==> config.mk <==
export PLATFORM = sky130hd
export DESIGN_NAME = aes_round_key_gen
export DESIGN_NICKNAME = d
export VERILOG_FILES = /design/src/rtl/aes_round_key_gen.sv
export SDC_FILE = /design/constraint.sdc
export NUM_CORES = 1
export LEC_CHECK = 0
export CAP_MARGIN = 10
export CORE_MARGIN = 4
export CORE_UTILIZATION = 31
export CTS_CLUSTER_SIZE = 24
export DETAILED_ROUTE_END_ITERATION = 10
export PLACE_DENSITY_LB_ADDON = 0.3
export SLEW_MARGIN = 10
export SYNTH_ARGS = -nofsm -noshare
export SYNTH_HDL_FRONTEND = slang
export SYNTH_SLANG_ARGS = --single-unit
==> constraint.sdc <==
create_clock -name clk -period 3.8 [get_ports clk]
set_input_delay 0.76 -clock clk [delete_from_list [all_inputs] [get_ports clk]]
set_output_delay 0.76 -clock clk [all_outputs]
set_load 0.01 [all_outputs]
==> src/rtl/aes_round_key_gen.sv <==
`default_nettype none
// +----------------------------------------------------------------------------+
// | Module   : aes_sbox / aes_round_key_gen                                    |
// | Brief    : Single-byte AES S-box and iterative AES-128 round-key generator |
// |            emitting round keys 0..NR over a valid/ready handshake.         |
// | Revision : 1.0  initial release                                            |
// +----------------------------------------------------------------------------+

module aes_sbox (
    input  logic [7:0] i_byte,
    output logic [7:0] o_byte
);

    // Index 0 is the leftmost byte of the concatenation.
    localparam logic [0:255][7:0] c_SBOX = {
        128'h637c777bf26b6fc53001672bfed7ab76,
        128'hca82c97dfa5947f0add4a2af9ca472c0,
        128'hb7fd9326363ff7cc34a5e5f171d83115,
        128'h04c723c31896059a071280e2eb27b275,
        128'h09832c1a1b6e5aa0523bd6b329e32f84,
        128'h53d100ed20fcb15b6acbbe394a4c58cf,
        128'hd0efaafb434d338545f9027f503c9fa8,
        128'h51a3408f929d38f5bcb6da2110fff3d2,
        128'hcd0c13ec5f974417c4a77e3d645d1973,
        128'h60814fdc222a908846eeb814de5e0bdb,
        128'he0323a0a4906245cc2d3ac629195e479,
        128'he7c8376d8dd54ea96c56f4ea657aae08,
        128'hba78252e1ca6b4c6e8dd741f4bbd8b8a,
        128'h703eb5664803f60e613557b986c11d9e,
        128'he1f8981169d98e949b1e87e9ce5528df,
        128'h8ca1890dbfe6426841992d0fb054bb16
    };

    assign o_byte = c_SBOX[i_byte];

endmodule

module aes_round_key_gen #(
    parameter int NR = 10
) (
    input  logic         clk,
    input  logic         rst_n,
    input  logic         start,
    input  logic [127:0] key_in,
    output logic         rk_valid,
    input  logic         rk_ready,
    output logic [127:0] rk_out,
    output logic [3:0]   rk_idx,
    output logic         busy,
    output logic         done
);

    localparam logic [0:0] c_IDLE = 1'b0;
    localparam logic [0:0] c_RUN  = 1'b1;
    localparam logic [3:0] c_LAST = 4'(NR);

    logic [0:0]   r_state;
    logic [127:0] r_rk_out;
    logic [3:0]   r_rk_idx;
    logic [7:0]   r_rcon;
    logic         r_rk_valid;
    logic         r_busy;
    logic         r_done;

    logic         w_hs;
    logic [31:0]  w_w0;
    logic [31:0]  w_w1;
    logic [31:0]  w_w2;
    logic [31:0]  w_w3;
    logic [31:0]  w_rot;
    logic [31:0]  w_sub;
    logic [31:0]  w_t;
    logic [31:0]  w_n0;
    logic [31:0]  w_n1;
    logic [31:0]  w_n2;
    logic [31:0]  w_n3;
    logic [7:0]   w_rcon_next;

    assign w_hs = r_rk_valid & rk_ready;

    assign w_w0  = r_rk_out[127:96];
    assign w_w1  = r_rk_out[95:64];
    assign w_w2  = r_rk_out[63:32];
    assign w_w3  = r_rk_out[31:0];
    assign w_rot = {w_w3[23:0], w_w3[31:24]};

    generate
        for (genvar gi = 0; gi < 4; gi++) begin : g_subword
            aes_sbox u_sbox (
                .i_byte (w_rot[8*gi +: 8]),
                .o_byte (w_sub[8*gi +: 8])
            );
        end
    endgenerate

    assign w_t  = w_sub ^ {r_rcon, 24'h000000};
    assign w_n0 = w_w0 ^ w_t;
    assign w_n1 = w_w1 ^ w_n0;
    assign w_n2 = w_w2 ^ w_n1;
    assign w_n3 = w_w3 ^ w_n2;

    // Multiply by x in GF(2^8), reducing by the AES polynomial.
    assign w_rcon_next = {r_rcon[6:0], 1'b0} ^ (r_rcon[7] ? 8'h1b : 8'h00);

    always_ff @(posedge clk) begin
        if (!rst_n) begin
            r_state    <= c_IDLE;
            r_rk_out   <= '0;
            r_rk_idx   <= '0;
            r_rcon     <= 8'h01;
            r_rk_valid <= 1'b0;
            r_busy     <= 1'b0;
            r_done     <= 1'b0;
        end else begin
            r_done <= 1'b0;
            case (r_state)
                c_IDLE: begin
                    if (start) begin
                        r_rk_out   <= key_in;
                        r_rk_idx   <= '0;
                        r_rcon     <= 8'h01;
                        r_rk_valid <= 1'b1;
                        r_busy     <= 1'b1;
                        r_state    <= c_RUN;
                    end
                end
                c_RUN: begin
                    // Without a handshake everything holds, which is the stall.
                    if (w_hs) begin
                        if (r_rk_idx == c_LAST) begin
                            r_rk_valid <= 1'b0;
                            r_busy     <= 1'b0;
                            r_done     <= 1'b1;
                            r_state    <= c_IDLE;
                        end else begin
                            r_rk_out <= {w_n0, w_n1, w_n2, w_n3};
                            r_rk_idx <= r_rk_idx + 4'd1;
                            r_rcon   <= w_rcon_next;
                        end
                    end
                end
                default: begin
                    r_state <= c_IDLE;
                end
            endcase
        end
    end

    assign rk_valid = r_rk_valid;
    assign rk_out   = r_rk_out;
    assign rk_idx   = r_rk_idx;
    assign busy     = r_busy;
    assign done     = r_done;

endmodule

`default_nettype wire

Word-level counts from Yosys, hierarchy flattened
Memories as Yosys holds them, arrays and structs flattened. Index checks and enable logic that the tools add are counted.

Register bits after elaboration: 143. ROM bits: 8192. Input port bits: 132. Output and inout bits: 135. Word-level logic and storage cells: 65. Memories kept: 4.

Add/subtract/negate cells: 1. Magnitude comparators: 4. Equal/unequal tests: 5. Mux-type cells: 30. Bitwise operators: 12. Reductions and logical operators: 3.

Memories: (name not given) (words 256, bits a word 8, read ports 1, clocked after Yosys merged registers in 0, wr ports 0, RTL line 34) `assign o_byte = c_SBOX[i_byte];`; (name not given) (words 256, bits a word 8, read ports 1, clocked after Yosys merged registers in 0, wr ports 0, RTL line 34); (name not given) (words 256, bits a word 8, read ports 1, clocked after Yosys merged registers in 0, wr ports 0, RTL line 34); (name not given) (words 256, bits a word 8, read ports 1, clocked after Yosys merged registers in 0, wr ports 0, RTL line 34).

Operator list (number): 128-bit two-way mux (3); 128-bit case mux with 2 select lines (1); 32-bit bitwise XOR (5); 8-bit two-way mux (11); 9-bit >= comparator (second input constant) (4); 8-bit inverter with 9-bit output (4); 8-bit case mux with 2 select lines (1); 4-bit two-way mux (3); 3-bit AND reduction (3); 4-bit case mux with 2 select lines (1); 8-bit by 5-bit bitwise XOR with 8-bit output (1); 1-bit two-way mux (7); 5-bit two-way mux (1); 4-bit by 1-bit adder with 4-bit output (second input constant) (1); 4-bit == test (second input constant) (1); 2-bit by 1-bit inequality test with 1-bit output (second input constant) (2); 2-bit inequality test (second input constant) (2); 1-bit case mux with 2 select lines (2); 1-bit bitwise AND (1); 1-bit inverter (1).

Longest topological paths before layout
Depth in word-level cells: 12. Depth in mapped cells: 15. Depth with buffers taken out: 11.

Cells and area by module
From an unflattened synthesis, not the netlist that was laid out.

Cell total of the unflattened synthesis: 3066. Area, all modules: 21041.4 µm².

By module, submodules not included: aes_sbox (g_subword[1].u_sbox ...) (instances 3, cells each 507, area each 3179.3 µm², seq. area each 0.0 µm²); aes_round_key_gen (instances 1, cells each 1035, area each 8400.6 µm², seq. area each 2862.7 µm²); aes_sbox (g_subword[0].u_sbox) (instances 1, cells each 510, area each 3103.0 µm², seq. area each 0.0 µm²).

Least setup slack after synthesis
No wires, ideal clock.

Path type: reg-to-reg. Start: register r_rk_out[9], in the netlist rk_out[9]. End: register r_rk_out[17], in the netlist rk_out[17]. Setup time: 0.134 ns. Data arrival time: 3.715 ns. Required time: 3.666 ns. Setup slack: -0.049 ns. Stages on the path, launching flop included: 14. Path buffers: 2. Period minus slack after synthesis: 3.849 ns. Cells stage by stage: dfxtp_1 buf_2 inv_1 ha_1 clkbuf_1 nand2_1 a21oi_1 nor2_1 mux4_2 mux4_2 xnor2_4 or3_1 a31oi_1 or4_1.

Cells in the longest elaborated chain, start to end: 12.

RTL lines: start: declaration (RTL line 58) `logic [127:0] r_rk_out;`; start signal: assignment (RTL line 119) `r_rk_out <= key_in;`; start signal: assignment (RTL line 136) `r_rk_out <= {w_n0, w_n1, w_n2, w_n3};`; 8-bit inverter with 9-bit output (implied by the code) (RTL line 34); memory read 256 x 8 bit; 8-bit two-way mux (implied by the code) (2 in series) (RTL line 34); 32-bit bitwise XOR (RTL line 96) `assign w_t = w_sub ^ {r_rcon, 24'h000000};`; 32-bit bitwise XOR (RTL line 97) `assign w_n0 = w_w0 ^ w_t;`; 32-bit bitwise XOR (RTL line 98) `assign w_n1 = w_w1 ^ w_n0;`; 32-bit bitwise XOR (RTL line 99) `assign w_n2 = w_w2 ^ w_n1;`; 32-bit bitwise XOR (RTL line 100) `assign w_n3 = w_w3 ^ w_n2;`; 128-bit two-way mux (RTL line 130) `if (r_rk_idx == c_LAST) begin`; 128-bit two-way mux (RTL line 129) `if (w_hs) begin`; 128-bit case mux with 2 select lines (RTL line 116) `case (r_state)`.

Every way passes these cells. The select of a mux whose other input is x is not followed. A chain may end at the register's enable or synchronous reset.

Worst setup path in the final report
Start: register r_rk_out[16], in the netlist rk_out[16]. End: register r_rk_out[31], in the netlist rk_out[31].

The elaborated chain is that of the path after synthesis.

==> impl_results.md <==
- CP Class: register to register
- Diode count: 0
- Post-synth top area cell: dfxtp_1
- Net switching power: just over 0.006 W
- Row cnt: 100
- Worst Path Arrival: 4070 ps
- Critical path's top delay family: compound AO/OA/AOI/OAI gates
- Hold path startpoint: rk_out[56]$_SDFFE_PN0P_
- Worst R2R Start: rk_out[16]$_SDFFE_PN0P_
- Clock buffer depth: 2
- Post-Route Setup TNS: 0 ps
- Syn Inst Count: between 3k and 4k
- Post-synth EDFFs: 0
- Iter 0 DRT Violations: approximately 4.9k
- Crit. End Element: register
- Outcome: complete, no violations
- Clock Latency Late Sink: between 500 and 600 ps
- Share of cells above drive strength 1: 0.158
- Max-capacitance violation count: 0
- CP Launch Type: register
- Layout area overhead: 23.7%
- Drt wl/cell: 27.3 um
- I/O pin cnt: 267
- Met2 wire length: roughly 52000 um
- Seq pwr share: 0.162
- Total Power: 0.0124 W
- Combinational cell fraction of total power: 0.690
- Nets: around 3.7k
- Post-Layout Cell Count: ~4.5k
- CP max stage delay: approximately 500 ps
- Pwr per Cell Area: between 400 and 500 mW/mm2
- Layout Skew: about 18 ps
- Highest metal used: met5
- Root Buffer: clkbuf_16
- Reg area: between 0.002 and 0.003 mm2
- YS warnings: 0
- Xor/xnor share of the synthesized area: 0.0564
- Cell Area, Synth: 0.0233 mm2
- H-Tree Depth: 4
- Minimum clock period: ~3700 ps
- Post-Synth Simple-Gate Area: 0.253
- Antenna violations before repair: 3
- Final setup fails: 0
- Buffer and inverter count on the worst path: 1
- Async SR Flop Fraction: 0
- Register area share after synthesis: 0.123
- Area occupied by multi-input gates: approximately 0.019 mm2
- Vias: approximately 30k
- Final wirelength: 122000 um
- Mux cell area share after synthesis: 0.101
- Slew Limit Fails: 0
- Clock share of power: 0.148
- CP cell instances: inv_1 -> ha_1 -> nor2b_1 -> nor2_1 -> mux4_2 -> a21oi_1 -> o221ai_1 -> o21a_1 -> xnor3_1 -> mux2i_1 -> a2111oi_0
- TritonRoute pass-1 iters: 7
- Post-Synth Adder-Cell Area: 0.0337
- Initial core utilization: 0.313
- Port Buffer Count: ~270
- CTS Buf Count: 17
- Placed wire-length estimate: 88900 um
- Gr ovfl total: 0
- CP max FO: 10
- Total track usage: 0.292
- WL met3: between 15000 and 20000 um
- Cell Area, Placed: ~0.028 mm2
- Post-Syn Area per Cell: 7.07 um2
- Share of the synthesized area in the top cell type: 0.123
- Vias per Instance: 6.52
- Synthesized net count: 3496
- RSZ-0062 raised after global routing: false
- CTS tree: built
- Synthesis-stage register bit count: about 140
- Worst Hold Class: register to register
- Final-layout fill cell count: between 7k and 8k
- CTS sink cnt: approximately 140
- Switching Share: 0.498
- Die area: around 0.080 mm2
- Die height: between 200 and 300 um
- Netlist cell types: roughly 110
- Fin. Hold Viols: 0
- First-pass GRT wire length: 179000 um
- Worst vdd ir: 268 uV
- Placed Cells: approximately 4.5k
- M1 wire length: approximately 49000 um
- Slowest CP cell: ha_1
- Pleak: 10.3 nW
- GPL Wtd Cong: about 1.1
- Ranking of synthesized cells by area: dfxtp_1, mux4_2, a21oi_1
- Residual DRC: 0
- Horiz. Die Dim: approximately 280 um
- CP Data Required Time: roughly 4200 ps
- Fin area: between 0.02 and 0.03 mm2
- Crit path from: rk_out[16]$_SDFFE_PN0P_
- Core footprint: approximately 0.075 mm2
- Crit share post-route: 0.970
- Internal power: around 0.0062 W
- Worst rel slew slack: 0.370
- Clk pin slew, worst setup/hold paths: about 80 ps
- Post-DRT Antenna Nets: 0
- Vias in the first global route: around 27k
- Ys flop type: dfxtp_1
- Compound-gate portion of the synthesized area: 0.348
- Largest net degree at the start of global routing: 130
- FMAX: 271 MHz
- Worst slew pin tran: between 900 and 1000 ps
- Largest family of logic cells by synthesized area: compound AO/OA/AOI/OAI gates
## state kept, by name (all words and copies together) (netlist names)
register,flops
busy,1
done,1
r_rcon,8
r_state,1
rk_idx,4
rk_out,128
## power by group through the flow
stage	Clock (W)	Sequential [W]	Combinational [W]
floorplan	0	0.00193	0.00496
CTS	0.00187	0.00200	0.00821
finish	0.00183	0.00201	0.00854
global placement	0	0.00203	0.00823
detailed placement	0	0.00203	0.00817
global route	0.00192	0.00204	0.00899
## worst min-delay path, delay by kind of cell, from the launching register on
| family | cells | cell delay (ps) |
|---|---|---|
| and+or+nand+nor | 1 | 60 |
| DFF | 1 | 330 |
| AOI/OAI and AO/OA | 1 | 50 |
## timing repair
action	CTS	global route
pin swaps	0	2
hold buffers	0	0
endpoints found under the setup margin	7	25
hold endpoints to repair	0	0
buffers inserted	0	1
gates resized for setup	4	22
## layout by cell type (no fill, tap or decap), drive strengths merged, types with 16 or more instances in the layout
cell and instances:
inv 53, o221ai 23, mux2 26, o21a 24, a221oi 37, buf 313
nand2 253, mux4 65, nand4 16, and2 50, o31ai 27, a211o 16
a2111oi 18, xor2 43, a21o 35, nor2 240, a211oi 53, nand3 103
ha 62, xnor2 81, o22ai 26, dfxtp 143, a31oi 86, or2 31
nor3 103, a311oi 37, nand3b 21, o311ai 41, o211ai 58, or3 30
clkbuf 22, nor2b 89, and3 48, mux2i 58, a21oi 278, nand2b 86
nor3b 29, clkdlybuf4s50 264, o21ai 267
## through the flow
step / hold WS, ps / util / worst slack [ps]
after CTS: 489 / 0.386 / 47.8
after global routing: 528 / 0.387 / 1.77
after floorplan: 457 / - / 31.5
after global placement: 476 / 0.378 / -295
after detailed placement: 479 / 0.378 / -251
final: 491 / 0.387 / 113
## Yosys cell counts (28+ instances only)
master	instances
o21ai_0	264
a211oi_1	53
o311ai_0	40
a221oi_1	33
nand3_1	103
mux4_2	65
o211ai_1	58
buf_1	33
and3_1	48
nor2b_1	89
a21oi_1	278
nor3_1	103
dfxtp_1	143
mux2i_1	56
nor3b_1	28
clkbuf_1	244
a21o_1	35
inv_1	46
ha_1	62
or3_1	30
nor2_1	240
xnor2_1	74
nand2b_1	85
a311oi_1	37
nand2_1	252
xor2_1	42
buf_2	84
or2_2	28
and2_1	48
a31oi_1	86
## final timing paths
| kind | slack (ps) | end | cells past startpoint |
|---|---|---|---|
| max reg2reg | 110 | rk_out[31]$_SDFFE_PN0P_ | 11 |
| min | 490 | rk_out[56]$_SDFFE_PN0P_ | 2 |
| min reg2reg | 490 | rk_out[56]$_SDFFE_PN0P_ | 2 |
| max | 110 | rk_out[31]$_SDFFE_PN0P_ | 11 |
## final cells by class
| cell class | instances | area share |
|---|---|---|
| clock buffers | 22 | 0.0168 |
| clock inverters | 9 | 0.00286 |
| inverters | 62 | 0.00823 |
| multi-input cells | 2700 | 0.645 |
| flip-flops and latches | 143 | 0.101 |
| well taps | 969 | 0.0420 |
| repair buffers | 577 | 0.185 |
## per-layer routing
layer	up-vias	global-route usage
met4	2	0.124
li1	12800	-
met2	2224	0.440
met3	361	0.0823
met5	-	0
met1	13800	0.392
## logic make-up (layout without fill, tap and decap cells)
kind of cell / count (synthesis) / in the layout
AOI/OAI and AO/OA: 1202 / 1202
and+or+nand+nor: 1155 / 1155
buffers and inverters: 459 / 670
muxes: 149 / 149
DFF: 143 / 143
xor gates and xnor gates: 131 / 131
adders and majority gates: 63 / 63
Note: power is estimated with default switching activity, not from simulation.
